[config.mk]
export PLATFORM = sky130hd
export DESIGN_NAME = ctrl_pipe_queue
export DESIGN_NICKNAME = d
export VERILOG_FILES = /design/src/rtl/ctrl_pipe_pkg.sv /design/src/rtl/ctrl_pipe_stage.sv /design/src/rtl/ctrl_pipe_queue.sv
export SDC_FILE = /design/constraint.sdc
export NUM_CORES = 1
export LEC_CHECK = 0
export BUFFER_PORTS_ARGS = -buffer_cell sky130_fd_sc_hd__buf_2
export CAP_MARGIN = 20
export CORE_AREA = 2 2 39 41
export CTS_CLUSTER_DIAMETER = 30
export DETAILED_ROUTE_END_ITERATION = 7
export DIE_AREA = 0 0 41 43
export PLACE_DENSITY = 0.66
export REMOVE_ABC_BUFFERS = 1
export SYNTH_ARGS = -nofsm -noshare
export SYNTH_HDL_FRONTEND = slang
export SYNTH_SLANG_ARGS = --single-unit
export TNS_END_PERCENT = 5
[constraint.sdc]
create_clock -name clk -period 0.9 [get_ports clk]
set_input_delay 0.045 -clock clk [delete_from_list [all_inputs] [get_ports clk]]
set_output_delay 0.045 -clock clk [all_outputs]
set_load 0.02 [all_outputs]
[src/rtl/ctrl_pipe_pkg.sv]
// ---------------------------------------------------------------------------
// ctrl_pipe_pkg
// Shared definitions for the ALU control / flag-enable pipeline queue.
//   DEF_CTRL_W      : default width of the ALU control field
//   DEF_BUBBLE_CTRL : default control value carried by a bubble
//   ctrl_entry_t    : one pipeline entry {valid, ctrl, flag_en} at default width
// ---------------------------------------------------------------------------
package ctrl_pipe_pkg;

    localparam int                    DEF_CTRL_W      = 3;
    localparam logic [DEF_CTRL_W-1:0] DEF_BUBBLE_CTRL = '0;

    typedef struct packed {
        logic                  valid;
        logic [DEF_CTRL_W-1:0] ctrl;
        logic                  flag_en;
    } ctrl_entry_t;

endpackage

[src/rtl/ctrl_pipe_stage.sv]
// ---------------------------------------------------------------------------
// ctrl_pipe_stage
// One pipeline register holding a single control entry.
//   clk   : rising-edge clock
//   reset : asynchronous active-low reset, loads BUBBLE
//   en    : 1 = load d at this edge, 0 = hold
//   clr   : synchronous clear to BUBBLE, wins over en
//   d     : entry from the previous stage (or the pipe head)
//   q     : registered entry
// ---------------------------------------------------------------------------
module ctrl_pipe_stage
    import ctrl_pipe_pkg::*;
#(
    parameter type    entry_t = ctrl_entry_t,
    parameter entry_t BUBBLE  = '0
) (
    input  logic   clk,
    input  logic   reset,
    input  logic   en,
    input  logic   clr,
    input  entry_t d,
    output entry_t q
);

    // NOTE: sequential state uses non-blocking assignments so every stage
    // samples its neighbour's pre-edge value and the chain shifts cleanly.
    always_ff @(posedge clk or negedge reset) begin
        if (!reset) begin
            q <= BUBBLE;
        end else if (clr) begin
            q <= BUBBLE;
        end else if (en) begin
            q <= d;
        end
    end

endmodule

[src/rtl/ctrl_pipe_queue.sv]
// ---------------------------------------------------------------------------
// ctrl_pipe_queue
// DEPTH-stage pipeline carrying ALU control and flag-write enable alongside
// the datapath, with per-stage valid, global stall and per-stage flush.
//   clk         : rising-edge clock
//   reset       : asynchronous active-low reset, all stages become bubbles
//   stall       : 1 = every stage holds at this edge
//   flush       : flush[i] = 1 loads a bubble into stage i (beats stall)
//   in_valid    : head entry is a real instruction
//   in_ctrl     : ALU control for the head entry
//   in_flag_en  : flag-write enable for the head entry
//   in_ready    : ~stall; upstream must hold in_* while low
//   stage_valid : valid bit per stage, bit 0 = first stage
//   stage_ctrl  : control per stage, stage i at [i*CTRL_W +: CTRL_W]
//   out_valid   : valid of the last stage
//   out_ctrl    : control of the last stage
//   out_flag_en : flag enable of the last stage, masked by out_valid
// ---------------------------------------------------------------------------
module ctrl_pipe_queue
    import ctrl_pipe_pkg::*;
#(
    parameter int                CTRL_W      = DEF_CTRL_W,
    parameter int                DEPTH       = 2,
    parameter logic [CTRL_W-1:0] BUBBLE_CTRL = CTRL_W'(DEF_BUBBLE_CTRL)
) (
    input  logic                    clk,
    input  logic                    reset,
    input  logic                    stall,
    input  logic [DEPTH-1:0]        flush,
    input  logic                    in_valid,
    input  logic [CTRL_W-1:0]       in_ctrl,
    input  logic                    in_flag_en,
    output logic                    in_ready,
    output logic [DEPTH-1:0]        stage_valid,
    output logic [DEPTH*CTRL_W-1:0] stage_ctrl,
    output logic                    out_valid,
    output logic [CTRL_W-1:0]       out_ctrl,
    output logic                    out_flag_en
);

    // Same layout as ctrl_entry_t, resized to this instance's CTRL_W.
    typedef struct packed {
        logic              valid;
        logic [CTRL_W-1:0] ctrl;
        logic              flag_en;
    } entry_t;

    localparam entry_t BUBBLE = '{valid: 1'b0, ctrl: BUBBLE_CTRL, flag_en: 1'b0};

    entry_t head;
    entry_t q [DEPTH];

    assign head = '{valid: in_valid, ctrl: in_ctrl, flag_en: in_flag_en};

    for (genvar i = 0; i < DEPTH; i++) begin : g_stage
        entry_t d;

        if (i == 0) begin : g_head
            assign d = head;
        end else begin : g_chain
            assign d = q[i-1];
        end

        // Flush targets the destination register, so it is wired as the
        // clear of stage i and overrides the hold from stall.
        ctrl_pipe_stage #(
            .entry_t (entry_t),
            .BUBBLE  (BUBBLE)
        ) u_stage (
            .clk   (clk),
            .reset (reset),
            .en    (~stall),
            .clr   (flush[i]),
            .d     (d),
            .q     (q[i])
        );

        assign stage_valid[i]                 = q[i].valid;
        assign stage_ctrl[i*CTRL_W +: CTRL_W] = q[i].ctrl;
    end

    assign in_ready    = ~stall;
    assign out_valid   = q[DEPTH-1].valid;
    assign out_ctrl    = q[DEPTH-1].ctrl;
    // Bubbles may carry a stale flag_en bit; never let it reach the flags.
    assign out_flag_en = q[DEPTH-1].flag_en & q[DEPTH-1].valid;

endmodule
==> flow_metrics.py <==
metrics = {
    "cts": {
        "cts_buffer_depth": 2,
        "numCtsBuffers": 3,
        "post_cts_buffers": 0,
        "clk_pin_slew_ns": 0.06,
        "cts_tree": "built",
        "clkSinkCount": 10,
        "clock_latency_ns": 0.26,
        "clockRootBuffer": "clkbuf_4",
        "htreeDepth": 1,
    },
    "worst_setup_path": {
        "worstPathArrival_ns": 0.92,
        "cp.required_ns": 0.85,
        "cp-end-kind": "primary output",
        "criticalPathCategory": "reg -> out",
        "cp-start-kind": "flip-flop",
        "path_max_fanout": 2,
    },
    "sta": {
        "hold_violations": 0,
        "worstMarginPinSlew_ns": 0.2886,
        "slew_headroom_pct": 80.76,
        "setup_viol": 1,
        "max_freq_mhz": 1033,
        "slew_violations": 0,
        "hold-worst-slack_ns": 0.02242,
        "fin_skew_ns": 0.002584,
        "min_period_over_period_pct": 107.6,
        "fin_ws_ns": -0.06800,
        "final.min_clock_period_ns": 0.9680,
        "rsz0062_at_grt": "yes",
    },
    "final_layout": {
        "fillCellCount": 140,
        "fin_util_pct": 42.95,
        "drive_above_1_share_pct": 44.26,
        "area_delta_synth_final_pct": 20.87,
        "reg.largest.list": "g_stage.u_stage.q (10)",
        "largest_reg_flops": 10,
        "final_nets": 73,
        "top_register": "g_stage.u_stage.q",
        "antenna_cells": 0,
    },
    "detailed_routing": {
        "drt-wirelength-per-cell_microns": 11.39,
        "vias": 341,
        "dr.pass1.iters": 4,
        "drc": 0,
        "drt_iter0_drc": 1,
        "wl_microns": 877,
        "via_per_inst": 4.429,
        "ant_nets": 0,
    },
    "power_and_ir_drop": {
        "p_per_area_nw_per_um2": 1558,
        "peakVddDrop_uv": 465.7,
        "leakagePower_nw": 0.3560,
    },
    "status": {
        "violations": "setup timing",
        "status": "finished, violations left",
    },
    "placement": {
        "numPortBuffers": 23,
        "gp_congestion": 0.6569,
    },
    "synth": {
        "synth.ff_latch_count": 10,
        "synth_area_leaders": "dfrtp_1, mux2i_1, buf_4",
        "yosysWarnings": 0,
        "yosysTopAreaCell": "dfrtp_1",
        "synth.avg_cell_area_sq_um": 11.18,
        "synth_top_cell_area_share_pct": 50.89,
        "syn_inst": 44,
        "ys_seq_area_share_pct": 50.89,
        "ys_types": 7,
        "syn_area_sq_um": 491.7,
    },
    "floorplan": {
        "dieArea_sq_um": 1763,
        "die_y_microns": 43,
        "pin_count": 24,
        "initial_core_util_pct": 35.53,
        "core-area_sq_um": 1384,
        "die_w_microns": 41,
        "num_rows": 14,
    },
    "global_route": {
        "grt_overflow": 0,
        "grt_first_pass_wirelength_mm": 1.304,
        "antenna_found_initial": 0,
        "grt_max_degree": 12,
        "grt_use_total_pct": 11.98,
        "grt_pass1_vias": 330,
    },
    "min_path": {
        "min_path_type": "in -> reg",
    },
    "flow_run": {
        "drv_cap": 0,
    },
}
cells in the mapped netlist (all sizes together):
| master | number |
|---|---|
| buf | 12 |
| dfrtp | 10 |
| mux2i | 10 |
| nor2 | 10 |
| and2 | 1 |
| inv | 1 |
area by class of cell:
cell class	instances	area [sq um]	share of cell area [%]
Sequential cell	10	250.2	42.11
Timing Repair Buffer	26	151.4	25.47
Tap cell	16	20.02	3.368
Clock buffer	3	22.52	3.789
Inverter	1	3.754	0.6316
Multi-Input combinational cell	21	146.4	24.63
critical path, cell delays in order (launching register included):
cell and delay, ns:
dfrtp_1 0.38, and2_4 0.16, buf_6 0.12
timing repair:
item / 4_1_cts / 5_1_grt
resized for setup: 3 / 0
setup endpoints to repair: 1 / 4
hold buffers: 3 / 0
endpoints found under the hold margin: 19 / 0
kinds of logic (layout without fill, tap and decap cells):
family	count (synthesis)	count (layout)	synth area share (%)
buffers and inverters	13	30	19.85
flip-flops	10	10	50.89
multiplexers	10	10	20.36
AND/OR/NAND/NOR	11	11	8.907
final timing paths:
kind,from,to,slack [ns],cells after the start
min in group asynchronous,reset,g_stage[1].u_stage.q[3],0.18,2
hold / removal,in_ctrl[2],g_stage[0].u_stage.q[3],0.02,3
setup / recovery,g_stage[1].u_stage.q[0],out_flag_en,-0.07,2
hold reg to reg,g_stage[0].u_stage.q[0],g_stage[0].u_stage.q[0],0.52,2
setup reg to reg,g_stage[0].u_stage.q[4],g_stage[0].u_stage.q[4],0.20,2
max in group asynchronous,reset,g_stage[1].u_stage.q[0],0.53,2
power breakdown:
group | switching [mW] | leakage (nW) | total (mW) | internal [mW]
Sequential | 0.0138 | 0.135 | 0.483 | 0.470
Combinational | 0.0826 | 0.207 | 0.145 | 0.0624
Clock | 0.143 | 0.0138 | 0.297 | 0.154
Total | 0.240 | 0.356 | 0.926 | 0.686
metal layers:
layer / vias to the layer above / part of all wire (%) / GRT usage, %
met3: 4 / 5.8 / 3.141
met4: 0 / 3.5 / 12.00
met5: - / 0 / 0
met2: 18 / 54 / 19.69
met1: 155 / 37 / 10.33
li1: 164 / - / -
per-stage QoR:
step	setup TNS, ns	setup WS, ns	power (mW)	std cells	area [sq um]
floorplan	0	0.002871	0.5558	32	397.9
global placement	0	0.1837	0.6266	71	533.0
global route	-0.1095	-0.1022	0.9676	77	594.3
finish	-0.06800	-0.06800	0.9259	77	594.3
detailed placement	0	0.1854	0.6278	71	533.0
CTS	-0.07826	-0.07826	0.9406	77	594.3
placed cells by master, fill, tap and decap left out, drive strengths merged:
| cell type | Yosys | layout |
|---|---|---|
| and2 | 1 | 1 |
| inv | 1 | 1 |
| buf | 12 | 23 |
| clkbuf | 0 | 3 |
| dfrtp | 10 | 10 |
| nor2 | 10 | 10 |
| mux2i | 10 | 10 |
| dlygate4sd3 | 0 | 3 |
No activity file was read; power rests on OpenSTA's default activity.
